## src/rtl/hazard_pkg.sv

```systemverilog
// hazard_pkg: opcodes, shadow-stage record and FSM states for the hazard controller.
package hazard_pkg;
    localparam logic [3:0] OP_HALT = 4'b0000;
    localparam logic [3:0] OP_BR   = 4'b0010;
    localparam logic [3:0] OP_JMP  = 4'b0100;
    localparam logic [3:0] OP_ST   = 4'b0110;
    localparam logic [3:0] OP_LD   = 4'b1000;

    typedef struct packed {
        logic       valid;
        logic       wr;
        logic [2:0] dst;
        logic       load;
        logic       ctl;
    } stage_t;

    typedef enum logic [1:0] {RUN, DRAIN, HALTED} state_t;

    function automatic logic hits(input stage_t s, input logic [2:0] r, input logic used);
        return used & s.valid & s.wr & (s.dst == r);
    endfunction
endpackage

```

## src/rtl/hazard_shadow.sv

```systemverilog
// hazard_shadow: 3-deep EX/MEM/WB record of issued instructions, cleared by rst.
module hazard_shadow
    import hazard_pkg::*;
(
    input  logic   clk,
    input  logic   rst,
    input  stage_t ex_i,
    output stage_t ex_o,
    output stage_t mem_o,
    output stage_t wb_o
);
    stage_t ex_q, mem_q, wb_q;

    always_ff @(posedge clk) begin
        if (rst) begin
            ex_q  <= '0;
            mem_q <= '0;
            wb_q  <= '0;
        end else begin
            wb_q  <= mem_q;
            mem_q <= ex_q;
            ex_q  <= ex_i;
        end
    end

    assign ex_o  = ex_q;
    assign mem_o = mem_q;
    assign wb_o  = wb_q;
endmodule

```

## src/rtl/hazard_ctrl.sv

```systemverilog
// hazard_ctrl: stall/bubble/flush and halt-drain control for the 5-stage core.
// Define FORWARD_EN when the EX/MEM/WB bypass exists (only load-use then stalls).
module hazard_ctrl
    import hazard_pkg::*;
#(
    parameter int CNT_W = 16
) (
    input  logic             clk,
    input  logic             rst,
    input  logic             id_valid,
    input  logic [15:0]      id_inst,
    input  logic             ex_taken,
    output logic             stall_if,
    output logic             bubble_ex,
    output logic             flush_id,
    output logic             halted,
    output logic [CNT_W-1:0] stall_cycles
);
    logic [3:0]       op;
    logic [2:0]       dst, src_a, src_b;
    logic             uses_a, uses_b, halt_op, hazard, flush, issue, hold;
    stage_t           id_st, ex_d, ex_q, mem_q, wb_q;
    state_t           state_q, state_d;
    logic [CNT_W-1:0] cnt_q, cnt_d;
    logic             unused;

    assign op      = id_inst[15:12];
    assign dst     = id_inst[11:9];
    assign src_a   = id_inst[14] ? id_inst[11:9] : id_inst[5:3];
    assign src_b   = id_inst[8:6];
    assign uses_a  = (op != OP_HALT) && (op != OP_JMP);
    assign uses_b  = ~id_inst[13] & (op != OP_HALT);
    assign halt_op = op == OP_HALT;
    assign id_st   = '{valid: 1'b1, wr: id_inst[15], dst: dst, load: op == OP_LD,
                       ctl: (op == OP_BR) || (op == OP_JMP)};

`ifdef FORWARD_EN
    assign hazard = id_valid & ex_q.load & (hits(ex_q, src_a, uses_a) | hits(ex_q, src_b, uses_b));
    assign unused = ^{id_inst[2:0], mem_q[5:0], wb_q};
`else
    assign hazard = id_valid & (hits(ex_q, src_a, uses_a) | hits(ex_q, src_b, uses_b) |
                                hits(mem_q, src_a, uses_a) | hits(mem_q, src_b, uses_b) |
                                hits(wb_q, src_a, uses_a) | hits(wb_q, src_b, uses_b));
    assign unused = ^{id_inst[2:0], mem_q.load, mem_q.ctl, wb_q.load, wb_q.ctl};
`endif

    assign flush = ex_taken & ex_q.valid & ex_q.ctl;
    assign issue = id_valid & (state_q == RUN) & ~hazard & ~flush & ~halt_op;
    assign ex_d  = issue ? id_st : '0;
    // A halt sitting in decode holds fetch from the cycle it is seen.
    assign hold  = (state_q != RUN) | (id_valid & halt_op);

    assign flush_id  = ~rst & flush;
    assign bubble_ex = ~rst & (flush | hazard | hold);
    assign stall_if  = ~rst & ~flush & (hazard | hold);
    assign halted       = state_q == HALTED;
    assign stall_cycles = cnt_q;

    hazard_shadow u_shadow (
        .clk   (clk),
        .rst   (rst),
        .ex_i  (ex_d),
        .ex_o  (ex_q),
        .mem_o (mem_q),
        .wb_o  (wb_q)
    );

    always_comb begin
        state_d = state_q;
        cnt_d   = cnt_q;
        if (state_q == RUN && id_valid && halt_op && !flush)
            state_d = DRAIN;
        else if (state_q == DRAIN && !(ex_q.valid | mem_q.valid | wb_q.valid))
            state_d = HALTED;
        cnt_d = (hazard && !flush && state_q == RUN && !(&cnt_q)) ? cnt_q + 1'b1 : cnt_q;
    end

    always_ff @(posedge clk) begin
        if (rst) begin
            state_q <= RUN;
            cnt_q   <= '0;
        end else begin
            state_q <= state_d;
            cnt_q   <= cnt_d;
        end
    end
endmodule
```

## config.mk

```make
export PLATFORM = sky130hd
export DESIGN_NAME = hazard_ctrl
export DESIGN_NICKNAME = d
export VERILOG_FILES = /design/src/rtl/hazard_pkg.sv /design/src/rtl/hazard_shadow.sv /design/src/rtl/hazard_ctrl.sv
export SDC_FILE = /design/constraint.sdc
export NUM_CORES = 1
export LEC_CHECK = 0
export ABC_CLOCK_PERIOD_IN_PS = 2400
export CAP_MARGIN = 20
export CELL_PAD_IN_SITES_DETAIL_PLACEMENT = 2
export CELL_PAD_IN_SITES_GLOBAL_PLACEMENT = 2
export CORE_ASPECT_RATIO = 1.2
export CORE_MARGIN = 10
export CORE_UTILIZATION = 29
export CTS_CLUSTER_DIAMETER = 150
export CTS_CLUSTER_SIZE = 12
export DETAILED_ROUTE_END_ITERATION = 12
export PLACE_DENSITY = 0.76
export SYNTH_ARGS = -nofsm -noshare
export SYNTH_HDL_FRONTEND = slang
export SYNTH_HIERARCHICAL = 1
export SYNTH_SLANG_ARGS = --single-unit
```

## constraint.sdc

```tcl
create_clock -name clk -period 2.4 [get_ports clk]
set_input_delay 0.48 -clock clk [delete_from_list [all_inputs] [get_ports clk]]
set_output_delay 0.48 -clock clk [all_outputs]
set_load 0.005 [all_outputs]
```

## After elaboration in Yosys (flattened, before gate mapping)

Index checks and enable logic that the tools add are counted.

- Bits in writable memories: 0
- Memories kept: 0
- Word-level logic and storage cells: 98
- Bits in read-only memories: 0
- Register bits: 34
- Output and inout port bits: 20
- Bits in latches: 0
- Bits of input ports: 20

- Muxes and demuxes: 4
- Bitwise operators: 48
- Order comparisons: 0
- Shift operators: 0
- $add $sub $neg: 1
- Eq/ne operators: 12
- Div/mod/pow operators: 0
- Reduce and logical (&&, ||, !) cells: 20
- Multipliers: 0

Operators with widths:

| cell | count |
|---|---|
| 1-bit bitwise AND | 31 |
| 3-bit equality test | 6 |
| 16-bit by 1-bit adder with 16-bit output, second input constant | 1 |
| 16-bit AND reduction | 1 |
| 1-bit OR | 11 |
| 1-bit logical AND | 8 |
| 7-bit 2-to-1 mux | 1 |
| 1-bit NOT | 6 |
| 4-bit by 2-bit equality test with 1-bit output, second input constant | 1 |
| 4-bit by 3-bit equality test with 1-bit output, second input constant | 1 |
| 4-bit equality test, second input constant | 1 |
| 4-bit logical NOT | 1 |
| 4-bit by 3-bit inequality test with 1-bit output, second input constant | 1 |
| 2-bit nonzero test | 2 |
| 4-bit nonzero test | 1 |
| 2-bit OR reduction | 2 |
| 1-bit logical NOT | 3 |
| 3-bit 2-to-1 mux | 1 |
| 2-bit by 1-bit equality test with 1-bit output, second input constant | 1 |
| 2-bit equality test, second input constant | 1 |
| 2-bit logical NOT | 1 |
| 1-bit 2-to-1 mux | 2 |
| 1-bit logical OR | 1 |

## Depth between registers and ports, before layout

- Depth after elaboration: 17
- Mapped depth: 9
- Depth with buffers taken out: 8

## Modules after synthesis

The synthesis kept the hierarchy.

By module, submodules not included:

| module | cells an instance | instances | area an instance (sq um) | sequential area each (sq um) |
|---|---|---|---|---|
| hazard_ctrl | 175 | 1 | 1443.9 | 360.3 |
| hazard_shadow | 44 | 1 | 624.3 | 420.4 |

## Worst setup path before layout

Ideal clock, no wire load.

- Path type: input -> register
- From: in id_inst[14]
- To: reg cnt_q[4] (netlist: stall_cycles[4])
- Path slack: -42 ps
- Buffers on the path: 2
- Arrival time: 2321 ps
- Setup time: 121 ps
- Required time: 2279 ps
- Cell stages on the path: 9
- Cell sequence: buf_6 mux2i_4 xnor2_1 or4_4 nand3_2 o21ai_2 clkbuf_8 nor3_1 mux2_2

- Longest elaborated chain between the ends: 14
- Elaborated cells between the ends (all ways): 35
- Those cells by class: eq/ne (4); mux (1); bitwise (25); reduce/logical (5)

Ends and longest elaborated chain:

| element | line | RTL |
|---|---|---|
| start: declaration | hazard_ctrl.sv:11 | `input logic [15:0] id_inst,` |
| 4-bit by 3-bit inequality test with 1-bit output or 4-bit nonzero test (tied branches) | hazard_ctrl.sv:31, hazard_ctrl.sv:32 |  |
| 1-bit logical AND or 1-bit bitwise AND (tied branches) | hazard_ctrl.sv:31, hazard_ctrl.sv:32 |  |
| 1-bit bitwise AND (3 in a row) | hazard_pkg.sv:20 | `return used & s.valid & s.wr & (s.dst == r);` |
| 1-bit OR (2 in a row) | hazard_ctrl.sv:41 | `assign hazard = id_valid & (hits(ex_q, src_a, uses_a) \| hits(ex_q, src_b, uses_b) \|` |
| 1-bit OR (2 in a row) | hazard_ctrl.sv:42 | `hits(mem_q, src_a, uses_a) \| hits(mem_q, src_b, uses_b) \|` |
| 1-bit OR (*) | hazard_ctrl.sv:43 | `hits(wb_q, src_a, uses_a) \| hits(wb_q, src_b, uses_b));` |
| 1-bit bitwise AND (*) | hazard_ctrl.sv:41 |  |
| 1-bit logical AND (*) (3 in a row) | hazard_ctrl.sv:75 | `cnt_d = (hazard && !flush && state_q == RUN && !(&cnt_q)) ? cnt_q + 1'b1 : cnt_q;` |
| end signal: assignment | hazard_ctrl.sv:84 | `cnt_q <= cnt_d;` |
| end: declaration | hazard_ctrl.sv:24 | `logic [CNT_W-1:0] cnt_q, cnt_d;` |

Mark *: on every way between the ends. The rest lies on a longest branch, timed or not.
A chain may end at the register's enable or synchronous reset.

## Worst setup path after layout

- From: in id_inst[14]
- To: out stall_if

- Longest elaborated chain between the ends: 13
- Elaborated cells between the ends (all ways): 37
- Those cells by class: eq/ne (4); mux (1); bitwise (29); reduce/logical (3)

Ends and longest elaborated chain:

| element | line | RTL |
|---|---|---|
| 4-bit by 3-bit inequality test with 1-bit output or 4-bit nonzero test (tied branches) | hazard_ctrl.sv:31, hazard_ctrl.sv:32 |  |
| 1-bit logical AND or 1-bit bitwise AND (tied branches) | hazard_ctrl.sv:31, hazard_ctrl.sv:32 |  |
| 1-bit bitwise AND (3 in a row) | hazard_pkg.sv:20 |  |
| 1-bit OR (2 in a row) | hazard_ctrl.sv:41 |  |
| 1-bit OR (2 in a row) | hazard_ctrl.sv:42 |  |
| 1-bit OR | hazard_ctrl.sv:43 |  |
| 1-bit bitwise AND | hazard_ctrl.sv:41 |  |
| 1-bit OR (*) | hazard_ctrl.sv:55 | `assign stall_if = ~rst & ~flush & (hazard \| hold);` |
| 1-bit bitwise AND (*) | hazard_ctrl.sv:55 |  |
| end: declaration | hazard_ctrl.sv:13 | `output logic stall_if,` |

Marked as above.

==> impl_metrics.env <==
export IMPL_whs_endpoint="stall_cycles[7]$_SDFFE_PP0P_"
export IMPL_ys_warn_count=6
export IMPL_gr_usage_all_layers=0.131
export IMPL_overflow=0
export IMPL_crit_chain="buf_12 > mux2i_4 > xnor2_2 > or4_4 > nand3_4 > o31ai_4 > a211oi_2 > buf_2"
export IMPL_antennaDiodeCount=0
export IMPL_place_congestion=0.787
export IMPL_grt_max_degree=24
export IMPL_cp_buffers_inverters=2
export IMPL_cts_tree="done"
export IMPL_peakVddDrop_uv=274
export IMPL_grt_setup_unrepaired="true"
export IMPL_ant_nets=0
export IMPL_violations="setup timing"
export IMPL_p_leak_nw=0.971
export IMPL_crit_fanout=4
export IMPL_die_h_um=109
export IMPL_endpoint_kind="output port"
export IMPL_die_w_um=94.3
export IMPL_portBuffers=36
export IMPL_crit_arrival_ns=2.08
export IMPL_tns_ns=-0.222
export IMPL_hpwl_mm=4.62
export IMPL_dp_cells=342
export IMPL_fin_nets=289
export IMPL_whs_path_depth=2
export IMPL_instances_no_fill=353
export IMPL_avgSynthCellArea_um2=9.23
export IMPL_post_route_util=0.426
export IMPL_worst_path_largest_cell_delay_ns=0.50
export IMPL_finalHoldViolCount=0
export IMPL_mappedNetlistArea_um2=1920
export IMPL_most_common_layout_cells="34 x dfxtp_1, 23 x buf_4, 20 x clkdlybuf4s50_1"
export IMPL_layout_commonest_cell="dfxtp_1"
export IMPL_start_util=0.298
export IMPL_reg2reg_to="stall_cycles[0]$_SDFFE_PP0P_"
export IMPL_wire_per_inst_um=18.8
export IMPL_skew_ns=0.0124
export IMPL_firstDrtPassIters=4
export IMPL_worstHoldStart="stall_cycles[7]$_SDFFE_PP0P_"
export IMPL_slew_headroom=0.688
export IMPL_synth_nets=229
export IMPL_cp_data_required_time_ns=1.92
export IMPL_post_route_drc_count=0
export IMPL_postLayoutSetupSlackWorst_ns=-0.164
export IMPL_coreArea_um2=6450
export IMPL_p_per_area_nw_per_um2=471
export IMPL_rows=32
export IMPL_clock_sinks=34
export IMPL_criticalPathCategory="in -> out"
export IMPL_holdWs_ns=0.497
export IMPL_antenna_found_initial=0
export IMPL_hold_path_class="reg -> reg"
export IMPL_rrSetupSlack_ns=0.20
export IMPL_syn_to_final_growth_pct=43.1
export IMPL_vias_per_cell=5.16
export IMPL_grt_pass1_wl_mm=10.7
export IMPL_max_clock_path_buffers=2
export IMPL_via_count=1820
export IMPL_maxCapViolCount=0
export IMPL_clock_root_buffer="clkbuf_8"
export IMPL_max_freq_ghz=0.390
export IMPL_status="finished with violations"
export IMPL_slew_viol_final=0
export IMPL_grt_pass1_vias=2090
export IMPL_cts_htree_levels=2
export IMPL_totalWireLength_mm=6.62
export IMPL_start_kind="input port"
export IMPL_setup_viol=2
export IMPL_worst_pin_slew_ns=0.465
export IMPL_power_total_mw=1.29
export IMPL_insertion_delay_ns=0.29
export IMPL_numCtsBuffers=5
export IMPL_io_pins=40
export IMPL_layout_min_cycle_time_ns=2.56
export IMPL_path_clk_slew_ns=0.08
export IMPL_path_delay_family="simple AND/OR/NAND/NOR gates"
export IMPL_drive_gt1_frac=0.354
export IMPL_die_area_um2=10300
export IMPL_postSynthCellCount=208
export IMPL_dr_first_iter_drc_count=37
export IMPL_crit_slowest_cell="or4_4"
export IMPL_period_share=1.07
export IMPL_r2r_cells=7
export IMPL_r2r_start="stall_cycles[5]$_SDFFE_PP0P_"
==> registers in the layout, indices dropped and copies added, names as in the netlist <==
signal	cells
u_shadow/mem_o	5
u_shadow/wb_o	5
state_q	2
u_shadow/ex_o	6
stall_cycles	16
==> metal layers <==
layer	part of all wire	global-route usage	up-vias
met5	0	0	-
met4	0.015	0.0359	0
met3	0.035	0.0261	10
met2	0.55	0.261	34
met1	0.40	0.132	906
li1	-	-	870
==> how the worst max path moves through the flow <==
stage	from	endpoint	slack [ns]	depth (start not counted)
floorplan	id_inst[14]	stall_cycles[4]$_SDFFE_PP0P_	-0.04	9
global placement	id_inst[14]	stall_if	-1.13	9
detailed placement	id_inst[14]	stall_if	-1.19	9
CTS	id_inst[14]	stall_if	-0.23	9
global route	id_inst[14]	stall_if	-0.22	9
finish	id_inst[14]	stall_if	-0.16	8
==> through the flow <==
step | setup WS, ns | area [um2]
final | -0.164 | 2750
after global routing | -0.224 | 2750
after CTS | -0.234 | 2680
after detailed placement | -1.19 | 2460
after global placement | -1.13 | 2460
after floorplan | -0.0420 | 1920
==> where the power goes <==
group          leakage [nW]  total, mW  internal, mW  switching (mW)
Sequential            0.275      0.584         0.573          0.0109
Combinational         0.639      0.163        0.0818          0.0813
Clock                0.0573      0.547         0.332           0.215
Total                 0.971       1.29         0.987           0.307
==> area by class of cell <==
cell class,instances,area [um2]
repair buffers,61,513
flip-flops and latches,34,681
well taps,85,106
clock inverters,1,30.0
fillers,710,3700
inverters,2,7.51
multi-input cells,164,1330
clock buffers,6,82.6
==> timing repair <==
action	4_1_cts	5_1_grt
endpoints found under the setup margin	24	22
resized for setup	39	36
hold buffers	0	0
buffers inserted	5	1
cloned	1	0
pin swaps	14	13
==> worst reg2reg max path: cells and delay by family (launching register included) <==
family	cells	cell delay (ns)
flops	1	0.41
simple gates	5	1.07
buf+inv	1	0.29
mux	1	0.31
Note: power is estimated with default switching activity, not from simulation.
